### src/rtl/pipe_pkg.sv
// Shared helpers for the pipeline register chain: stage-index width and the
// saturating adder used by the optional performance counters.
package pipe_pkg;

    // Width of a stage index; never narrower than one bit.
    function automatic int stage_idx_w(input int n);
        return (n <= 2) ? 1 : $clog2(n);
    endfunction

    // Saturating add on up to 64-bit operands; callers zero-extend and truncate.
    function automatic logic [63:0] sat_add(input logic [63:0] a,
                                            input logic [63:0] b,
                                            input logic [63:0] max);
        logic [64:0] sum;
        sum = {1'b0, a} + {1'b0, b};
        if (sum > {1'b0, max}) begin
            return max;
        end
        return sum[63:0];
    endfunction

endpackage

### src/rtl/pipe_stage_reg.sv
// One pipeline slot: a valid bit plus payload. Kill clears valid but keeps the
// payload, hold freezes both, otherwise the slot loads from its feeder.
module pipe_stage_reg #(
    parameter int WIDTH = 32
) (
    input  logic             clk,
    input  logic             rst,
    input  logic             kill,
    input  logic             hold,
    input  logic             load_valid,
    input  logic [WIDTH-1:0] load_data,
    output logic             valid,
    output logic [WIDTH-1:0] data
);

    // Kill beats hold; hold beats load.
    always_ff @(posedge clk) begin
        if (rst) begin
            valid <= 1'b0;
            data  <= '0;
        end else if (kill) begin
            valid <= 1'b0;
        end else if (!hold) begin
            valid <= load_valid;
            data  <= load_data;
        end
    end

endmodule

### src/rtl/pipe_stage_chain.sv
// Parametrised in-order pipeline register chain with per-stage valid bits,
// hazard stall and flush. Stage 0 is youngest, STAGES-1 is oldest.
// Optional feature macro: PIPE_PERF_CNT_EN adds saturating stall/kill counters.
module pipe_stage_chain
    import pipe_pkg::*;
#(
    parameter int STAGES = 5,
    parameter int WIDTH  = 32,
    parameter int CNT_W  = 32
) (
    input  logic                       clk,
    input  logic                       rst,
    input  logic                       in_valid,
    input  logic [WIDTH-1:0]           in_data,
    output logic                       in_ready,
    input  logic [STAGES-1:0]          stall_req,
    input  logic                       flush_valid,
    input  logic [$clog2(STAGES)-1:0]  flush_stage,
    input  logic                       out_ready,
    output logic                       out_valid,
    output logic [WIDTH-1:0]           out_data,
    output logic [STAGES-1:0]          stage_valid,
    output logic [STAGES*WIDTH-1:0]    stage_data
`ifdef PIPE_PERF_CNT_EN
    ,
    output logic [CNT_W-1:0]           perf_stall_cnt,
    output logic [CNT_W-1:0]           perf_kill_cnt
`endif
);

    localparam int IDX_W = stage_idx_w(STAGES);

    if (STAGES < 2) begin : g_bad_stages
        $error("pipe_stage_chain needs at least two stages");
    end
    if (CNT_W < 1 || CNT_W > 64) begin : g_bad_cnt_w
        $error("pipe_stage_chain counter width must be 1..64");
    end

    logic [STAGES-1:0] valid_q;
    logic [WIDTH-1:0]  data_q    [STAGES];
    logic [STAGES-1:0] qual_stall;
    logic [STAGES-1:0] freeze;
    logic [STAGES-1:0] kill;
    logic [STAGES-1:0] load_valid;
    logic [WIDTH-1:0]  load_data [STAGES];
    logic              blk;
    int                flush_lim;

    // Freeze propagates from the oldest stage toward stage 0, so a blocked or
    // stalled stage also holds everything younger than it.
    always_comb begin
        qual_stall         = stall_req & valid_q;
        blk                = valid_q[STAGES-1] & ~out_ready;
        freeze             = '0;
        freeze[STAGES-1]   = blk | qual_stall[STAGES-1];
        for (int k = STAGES - 2; k >= 0; k--) begin
            freeze[k] = freeze[k+1] | qual_stall[k];
        end
    end

    assign in_ready = !freeze[0] && !flush_valid;

    // Flush covers stages 0..flush_stage; out-of-range indices clamp to the oldest.
    always_comb begin
        flush_lim = (int'(flush_stage) >= STAGES) ? STAGES - 1 : int'(flush_stage);
        kill      = '0;
        for (int k = 0; k < STAGES; k++) begin
            kill[k] = flush_valid && (k <= flush_lim);
        end
    end

    // Stage feeders: stage 0 from the upstream handshake, others from the stage
    // behind them; a frozen feeder hands on a bubble.
    always_comb begin
        load_valid    = '0;
        load_valid[0] = in_valid && in_ready;
        load_data[0]  = in_data;
        for (int k = 1; k < STAGES; k++) begin
            load_valid[k] = valid_q[k-1] && !freeze[k-1];
            load_data[k]  = data_q[k-1];
        end
    end

    for (genvar g = 0; g < STAGES; g++) begin : g_stage
        pipe_stage_reg #(
            .WIDTH(WIDTH)
        ) u_stage (
            .clk        (clk),
            .rst        (rst),
            .kill       (kill[g]),
            .hold       (freeze[g]),
            .load_valid (load_valid[g]),
            .load_data  (load_data[g]),
            .valid      (valid_q[g]),
            .data       (data_q[g])
        );
        assign stage_data[g*WIDTH +: WIDTH] = data_q[g];
    end

    assign stage_valid = valid_q;
    assign out_valid   = valid_q[STAGES-1];
    assign out_data    = data_q[STAGES-1];

`ifdef PIPE_PERF_CNT_EN
    localparam logic [CNT_W-1:0] CNT_MAX = '1;

    logic [IDX_W:0] kill_num;

    // Number of live stages discarded by this cycle's flush.
    always_comb begin
        kill_num = '0;
        for (int k = 0; k < STAGES; k++) begin
            kill_num = kill_num + (IDX_W+1)'(kill[k] & valid_q[k]);
        end
    end

    // Saturating counters for refused input offers and flushed stages.
    always_ff @(posedge clk) begin
        if (rst) begin
            perf_stall_cnt <= '0;
            perf_kill_cnt  <= '0;
        end else begin
            perf_stall_cnt <= CNT_W'(sat_add(64'(perf_stall_cnt),
                                             64'(in_valid && !in_ready),
                                             64'(CNT_MAX)));
            perf_kill_cnt  <= CNT_W'(sat_add(64'(perf_kill_cnt),
                                             64'(kill_num),
                                             64'(CNT_MAX)));
        end
    end
`endif

endmodule

### config.mk
export PLATFORM = sky130hd
export DESIGN_NAME = pipe_stage_chain
export DESIGN_NICKNAME = d
export VERILOG_FILES = /design/src/rtl/pipe_pkg.sv /design/src/rtl/pipe_stage_reg.sv /design/src/rtl/pipe_stage_chain.sv
export SDC_FILE = /design/constraint.sdc
export NUM_CORES = 1
export LEC_CHECK = 0
export CAP_MARGIN = 25
export CORE_MARGIN = 8
export CORE_UTILIZATION = 47
export DETAILED_ROUTE_END_ITERATION = 10
export GPL_ROUTABILITY_DRIVEN = 0
export PLACE_DENSITY_LB_ADDON = 0.05
export SLEW_MARGIN = 40
export SYNTH_ARGS = -nofsm -noshare
export SYNTH_HDL_FRONTEND = slang
export SYNTH_SLANG_ARGS = --single-unit
### constraint.sdc
create_clock -name clk -period 2.4 [get_ports clk]
set_input_delay 0.48 -clock clk [delete_from_list [all_inputs] [get_ports clk]]
set_output_delay 0.48 -clock clk [all_outputs]
set_load 0.005 [all_outputs]
==> run_results.csv, run 1 <==
group,metric,value,unit
routing,viasPerCell,4.95,
min_path,min_path_cells,2,
run_status,status,"finished, final reports clean",
timing,fin_skew,7.03,ps
min_path,min_from,"g_stage[1].u_stage.data[31]",
grt,grt_pass1_vias,5664,
routing,ant_nets,0,
worst_setup_path,worst_r2r_endpoint,"g_stage[2].u_stage.data[12]",
floorplanning,die_h,131,um
placement,pre_cts_slack,-184,ps
min_path,hold_path_class,"register to register",
worst_setup_path,startpoint_type,"input pin",
placement,dpl_cell_area,8610,um^2
yosys,ys_ff_latch,165,
timing,worst_slew_pin_slew,713,ps
floorplanning,coreArea,13100,um^2
final_layout,final_cells,1156,
floorplanning,row_count,42,
floorplanning,die_w,131,um
cts,cts-root-buf,"clkbuf_16",
power,p_leak,3.13,nW
worst_setup_path,crit_required,1920,ps
yosys,synth_area_leader_cell,"dfxtp_1",
grt,grtUsageTotal,21.1,%
worst_setup_path,r2r-start,"g_stage[3].u_stage.valid",
worst_setup_path,path_class,"input pin to primary output",
grt,grt_max_degree,64,
final_layout,layout.nets,1013,
yosys,synth_area_leaders,"dfxtp_1, nand2_1, a21oi_1",
routing,drt-initial-drc-count,442,
timing,hold_ws,468,ps
yosys,ys_seq_area_share,53.0,%
worst_setup_path,cp-end-kind,"primary output",
cts,cts.sinks,165,
worst_setup_path,arrival,1720,ps
yosys,netlist_area,6230,um^2
timing,finalHoldViolCount,0,
floorplanning,io_pins,244,
power,cellPowerDensity,652,nW/um^2
grt,antenna_found_initial,0,
timing,rsz0062_at_grt,"no",
timing,max_freq,0.455,GHz
timing,finalMaxSlewViolations,0,
cts,numCtsBuffers,17,
floorplanning,dieArea,17200,um^2
cts,cts_htree_levels,4,
final_layout,drive_gt1_share,6.84,%
placement,placedCellCount,1125,
power,peakVddDrop,0.000481,V
timing,relSlewSlack,52.4,%
placement,io_buffers,243,
worst_setup_path,reg2reg_depth,5,
timing,finalWorstSetupSlack,204,ps
yosys,ys.flop_type,"dfxtp_1",
placement,post-dp-hpwl,13900,um
cts,cts_resized,6,
final_layout,final_area,9190,um^2
cts,postCtsHoldBufs,0,
yosys,synth-edff-count,0,
cts,clk_pin_slew_worst_paths,60,ps
timing,setup_tns,0,ps
yosys,synth_top_area_share,53.0,%
routing,wl_per_cell,16.0,um
routing,drt_pass1_iterations,7,
timing,fin_crit_sh,91.5,%
yosys,ys_warn_count,0,
worst_setup_path,r2r_slack,760,ps
timing,min_period,2200,ps
yosys,synth_nets,821,
cts,cts_tree,"built",
yosys,avgSynthCellArea,8.02,um^2
routing,wirelength,18500,um
power,p_total,6.00,mW
yosys,ys_top_cells_by_count,"nand2_1, dfxtp_1, a21oi_1",
cts,clk_latency,410,ps
routing,vias,5717,
final_layout,fin_util,70.2,%
cts,clockBufferDepth,2,
routing,post-route-drc-count,0,
grt,overflow,0,
min_path,hold_end,"g_stage[1].u_stage.data[31]",
grt,grt_pass1_wl,30000,um
timing,setup_violations,0,
floorplanning,start_util,47.6,%
yosys,async_flop_share,0,%
final_layout,area_growth,47.6,%
worst_setup_path,worstPathMaxFanout,2,
run,drv_cap,0,
yosys,yosysUniqueCellTypes,34,
cts,cts_setup_buffers,0,
final_layout,n_antenna_cell,0,
yosys,syn_inst,776,
yosys,synth.most_common_cell,"nand2_1",
[worst max-delay path, stage by stage]
cell	delay, ps
clkdlybuf4s50_1	510
nor2b_4	210
o2111ai_4	170
inv_2	100
dlygate4sd2_1	250
[layout make-up]
cell class	instances	area (um^2)
fillers	1043	3890
flip-flops and latches	165	3300
multi-input cells	519	2400
clock inverters	10	108
repair buffers	262	2700
clock buffers	21	450
well taps	176	220
inverters	3	11.3
[power breakdown]
part           leakage [nW]  internal [mW]  total [mW]  switching (mW)
Clock                 0.268           1.54        2.57            1.03
Combinational          1.52          0.282       0.555           0.273
Sequential             1.34           2.81        2.87          0.0610
Total                  3.13           4.63        6.00            1.36
[worst max path at each step]
stage | startpoint | endpoint | cells past startpoint
floorplan | flush_valid | in_ready | 5
global placement | stall_req[1] | in_ready | 5
detailed placement | stall_req[1] | in_ready | 5
CTS | stall_req[1] | in_ready | 5
global route | stall_req[1] | in_ready | 5
finish | out_ready | in_ready | 5
[layout by cell type (no fill, tap or decap), types with 5 or more instances in the layout]
| cell | Yosys | routed |
|---|---|---|
| nand2_1 | 323 | 323 |
| clkdlybuf4s50_1 | 0 | 241 |
| dfxtp_1 | 165 | 165 |
| a21oi_1 | 156 | 155 |
| clkbuf_16 | 0 | 17 |
| buf_4 | 37 | 10 |
| buf_12 | 0 | 10 |
| a21oi_2 | 8 | 9 |
| clkinv_2 | 0 | 5 |
[registers in the layout, indices dropped and copies added (netlist names)]
signal / flops
g_stage.u_stage.valid: 5
g_stage.u_stage.data: 160
[cells by family after synthesis]
kind of cell | after synthesis | share of synthesized area [%]
buf+inv | 92 | 9.14
compound gates | 186 | 17.3
simple gates | 333 | 20.5
flops | 165 | 53.0
[layer usage]
layer	vias up	global-route usage (%)	share of wire (%)
met5	-	0	0
met4	0	7.62	1.7
met3	21	9.49	10
met2	230	32.1	45
met1	2600	25.8	43
li1	2866	-	-
(Power assumes the default switching activity.)
==> run 2: changes to the inputs <==
Settings changed: CAP_MARGIN 25 to 20, CORE_ASPECT_RATIO from default to 0.75.
==> run 2 against run 1 <==
Net effect:
- global-route usage increased by 0.78 points
- first-iteration DRC count increased by 9.5%
- routed wire length increased by 4.2%
- largest power group unchanged
- largest cell class unchanged
- critical endpoint unchanged
- via count increased by 1.5%
- sequential cell count unchanged
- clock skew increased by 5.8 ps
- sequential share of layout area increased by 0.11 points
- clock-buffer cell count decreased by 2
- register-to-register slack got worse by 20 ps
==> run_results.csv, run 2 (synthesis gave the netlist of run 1 again) <==
group,metric,value,unit
grt,antenna_found_initial,0,
timing,rsz0062_at_grt,"no",
worst_setup_path,endpoint,"in_ready",
cts,cts_htree_levels,4,
worst_setup_path,worstPathMaxFanout,2,
routing,drt-initial-drc-count,484,
timing,finalHoldViolCount,0,
final_layout,area_growth,47.1,%
final_layout,layout_common_cells,"nand2_1, clkdlybuf4s50_1, dfxtp_1",
routing,drt_pass1_iterations,5,
final_layout,fin_util,70.6,%
floorplanning,io_pins,244,
grt,grtUsageTotal,21.9,%
final_layout,final_common_cell,"nand2_1",
timing,fin_skew,12.8,ps
routing,vias,5800,
grt,grt_max_degree,64,
placement,dpl_cell_area,8570,um^2
grt,grt_pass1_wl,30100,um
cts,cts-root-buf,"clkbuf_16",
timing,finalWorstSetupSlack,229,ps
final_layout,final_area,9160,um^2
timing,finalMaxSlewViolations,0,
floorplanning,die_w,149,um
worst_setup_path,reg2reg_depth,5,
placement,pre_cts_slack,-160,ps
floorplanning,row_count,36,
cts,cts_tree,"built",
worst_setup_path,startpoint_type,"input pin",
worst_setup_path,r2r_slack,740,ps
floorplanning,die_h,116,um
power,p_leak,3.11,nW
power,switchingPower,1.45,mW
min_path,hold_path_class,"register to register",
worst_setup_path,crit_required,1920,ps
placement,post-dp-hpwl,14500,um
cts,numCtsBuffers,17,
worst_setup_path,arrival,1690,ps
placement,io_buffers,243,
power,pwr-share-clk,43.0,%
power,intPower,4.55,mW
cts,clk_pin_slew_worst_paths,60,ps
final_layout,n_antenna_cell,0,
final_layout,layout.nets,1012,
timing,fin_crit_sh,90.5,%
final_layout,final_cells,1151,
routing,post-route-drc-count,0,
floorplanning,start_util,48.0,%
placement,placedCellCount,1119,
final_layout,regMostFlops,"g_stage.u_stage.data",
final_layout,drive_gt1_share,7.04,%
power,p_total,6.00,mW
timing,min_period,2170,ps
final_layout,largest_reg_flops,160,
timing,relSlewSlack,61.1,%
worst_setup_path,path_class,"input pin to primary output",
floorplanning,dieArea,17200,um^2
power,peakVddDrop,0.000518,V
timing,setup_violations,0,
power,switching_share,24.1,%
worst_setup_path,worst_r2r_endpoint,"g_stage[3].u_stage.data[7]",
routing,viasPerCell,5.04,
grt,overflow,0,
final_layout,top_regs,"g_stage.u_stage.data x160, g_stage.u_stage.valid x5",
power,power.share.sequential,47.9,%
cts,cts_setup_buffers,0,
routing,wl_per_cell,16.8,um
min_path,min_path_cells,2,
run_status,status,"finished, final reports clean",
worst_setup_path,cp-startpoint,"stall_req[1]",
timing,hold_ws,470,ps
routing,ant_nets,0,
floorplanning,coreArea,13000,um^2
worst_setup_path,r2r-start,"g_stage[3].u_stage.valid",
power,cellPowerDensity,655,nW/um^2
run,drv_cap,0,
power,pwr-share-comb,9.1,%
cts,clockBufferDepth,2,
worst_setup_path,cp-end-kind,"primary output",
timing,setup_tns,0,ps
cts,clk_latency,420,ps
routing,wirelength,19300,um
timing,worst_slew_pin_slew,583,ps
timing,max_freq,0.461,GHz
cts,cts.sinks,165,
final_layout,fillCellCount,1026,
grt,grt_pass1_vias,5656,
[run 2: cell type report]
class	count	area [um^2]	area share [%]
Clock inverter	13	125	1.37
Sequential cell	165	3300	36.1
Inverter	3	11.3	0.123
Clock buffer	19	443	4.83
Timing Repair Buffer	261	2660	29.1
Tap cell	171	214	2.34
Multi-Input combinational cell	519	2400	26.2
[run 2: worst min-delay path by stage]
stage	startpoint	slack, ps	end
after floorplan	g_stage[0].u_stage.data[0]	460	g_stage[1].u_stage.data[0]
after global placement	g_stage[4].u_stage.data[18]	460	g_stage[4].u_stage.data[18]
after detailed placement	g_stage[0].u_stage.data[11]	460	g_stage[0].u_stage.data[11]
after CTS	g_stage[4].u_stage.data[11]	470	g_stage[4].u_stage.data[11]
after global routing	g_stage[4].u_stage.data[11]	490	g_stage[4].u_stage.data[11]
final	g_stage[4].u_stage.data[11]	470	g_stage[4].u_stage.data[11]
[run 2: power groups by stage]
stage / sequential (mW) / combinational, mW / clock (mW)
floorplan: 2.92 / 0.242 / 0
global placement: 2.93 / 0.533 / 0
detailed placement: 2.94 / 0.542 / 0
CTS: 2.88 / 0.549 / 2.62
global route: 2.88 / 0.595 / 2.75
finish: 2.88 / 0.546 / 2.58
[run 2: worst max-delay path, cell delays in order]
cell             delay, ps
clkdlybuf4s50_1        440
a22oi_2                250
o2111ai_4              190
inv_2                   90
dlygate4sd2_1          240
[run 2: per-layer routing]
layer	GRT usage, %	wire length, um
met1	27.0	8440
met2	34.1	8560
met3	8.58	1950
met4	8.05	342
met5	0	0
[run 2: what timing repair did]
| action | in CTS | in global routing |
|---|---|---|
| resized for setup | 6 | 0 |
| setup endpoints to repair | 1 | 0 |
| hold buffers | 0 | 0 |
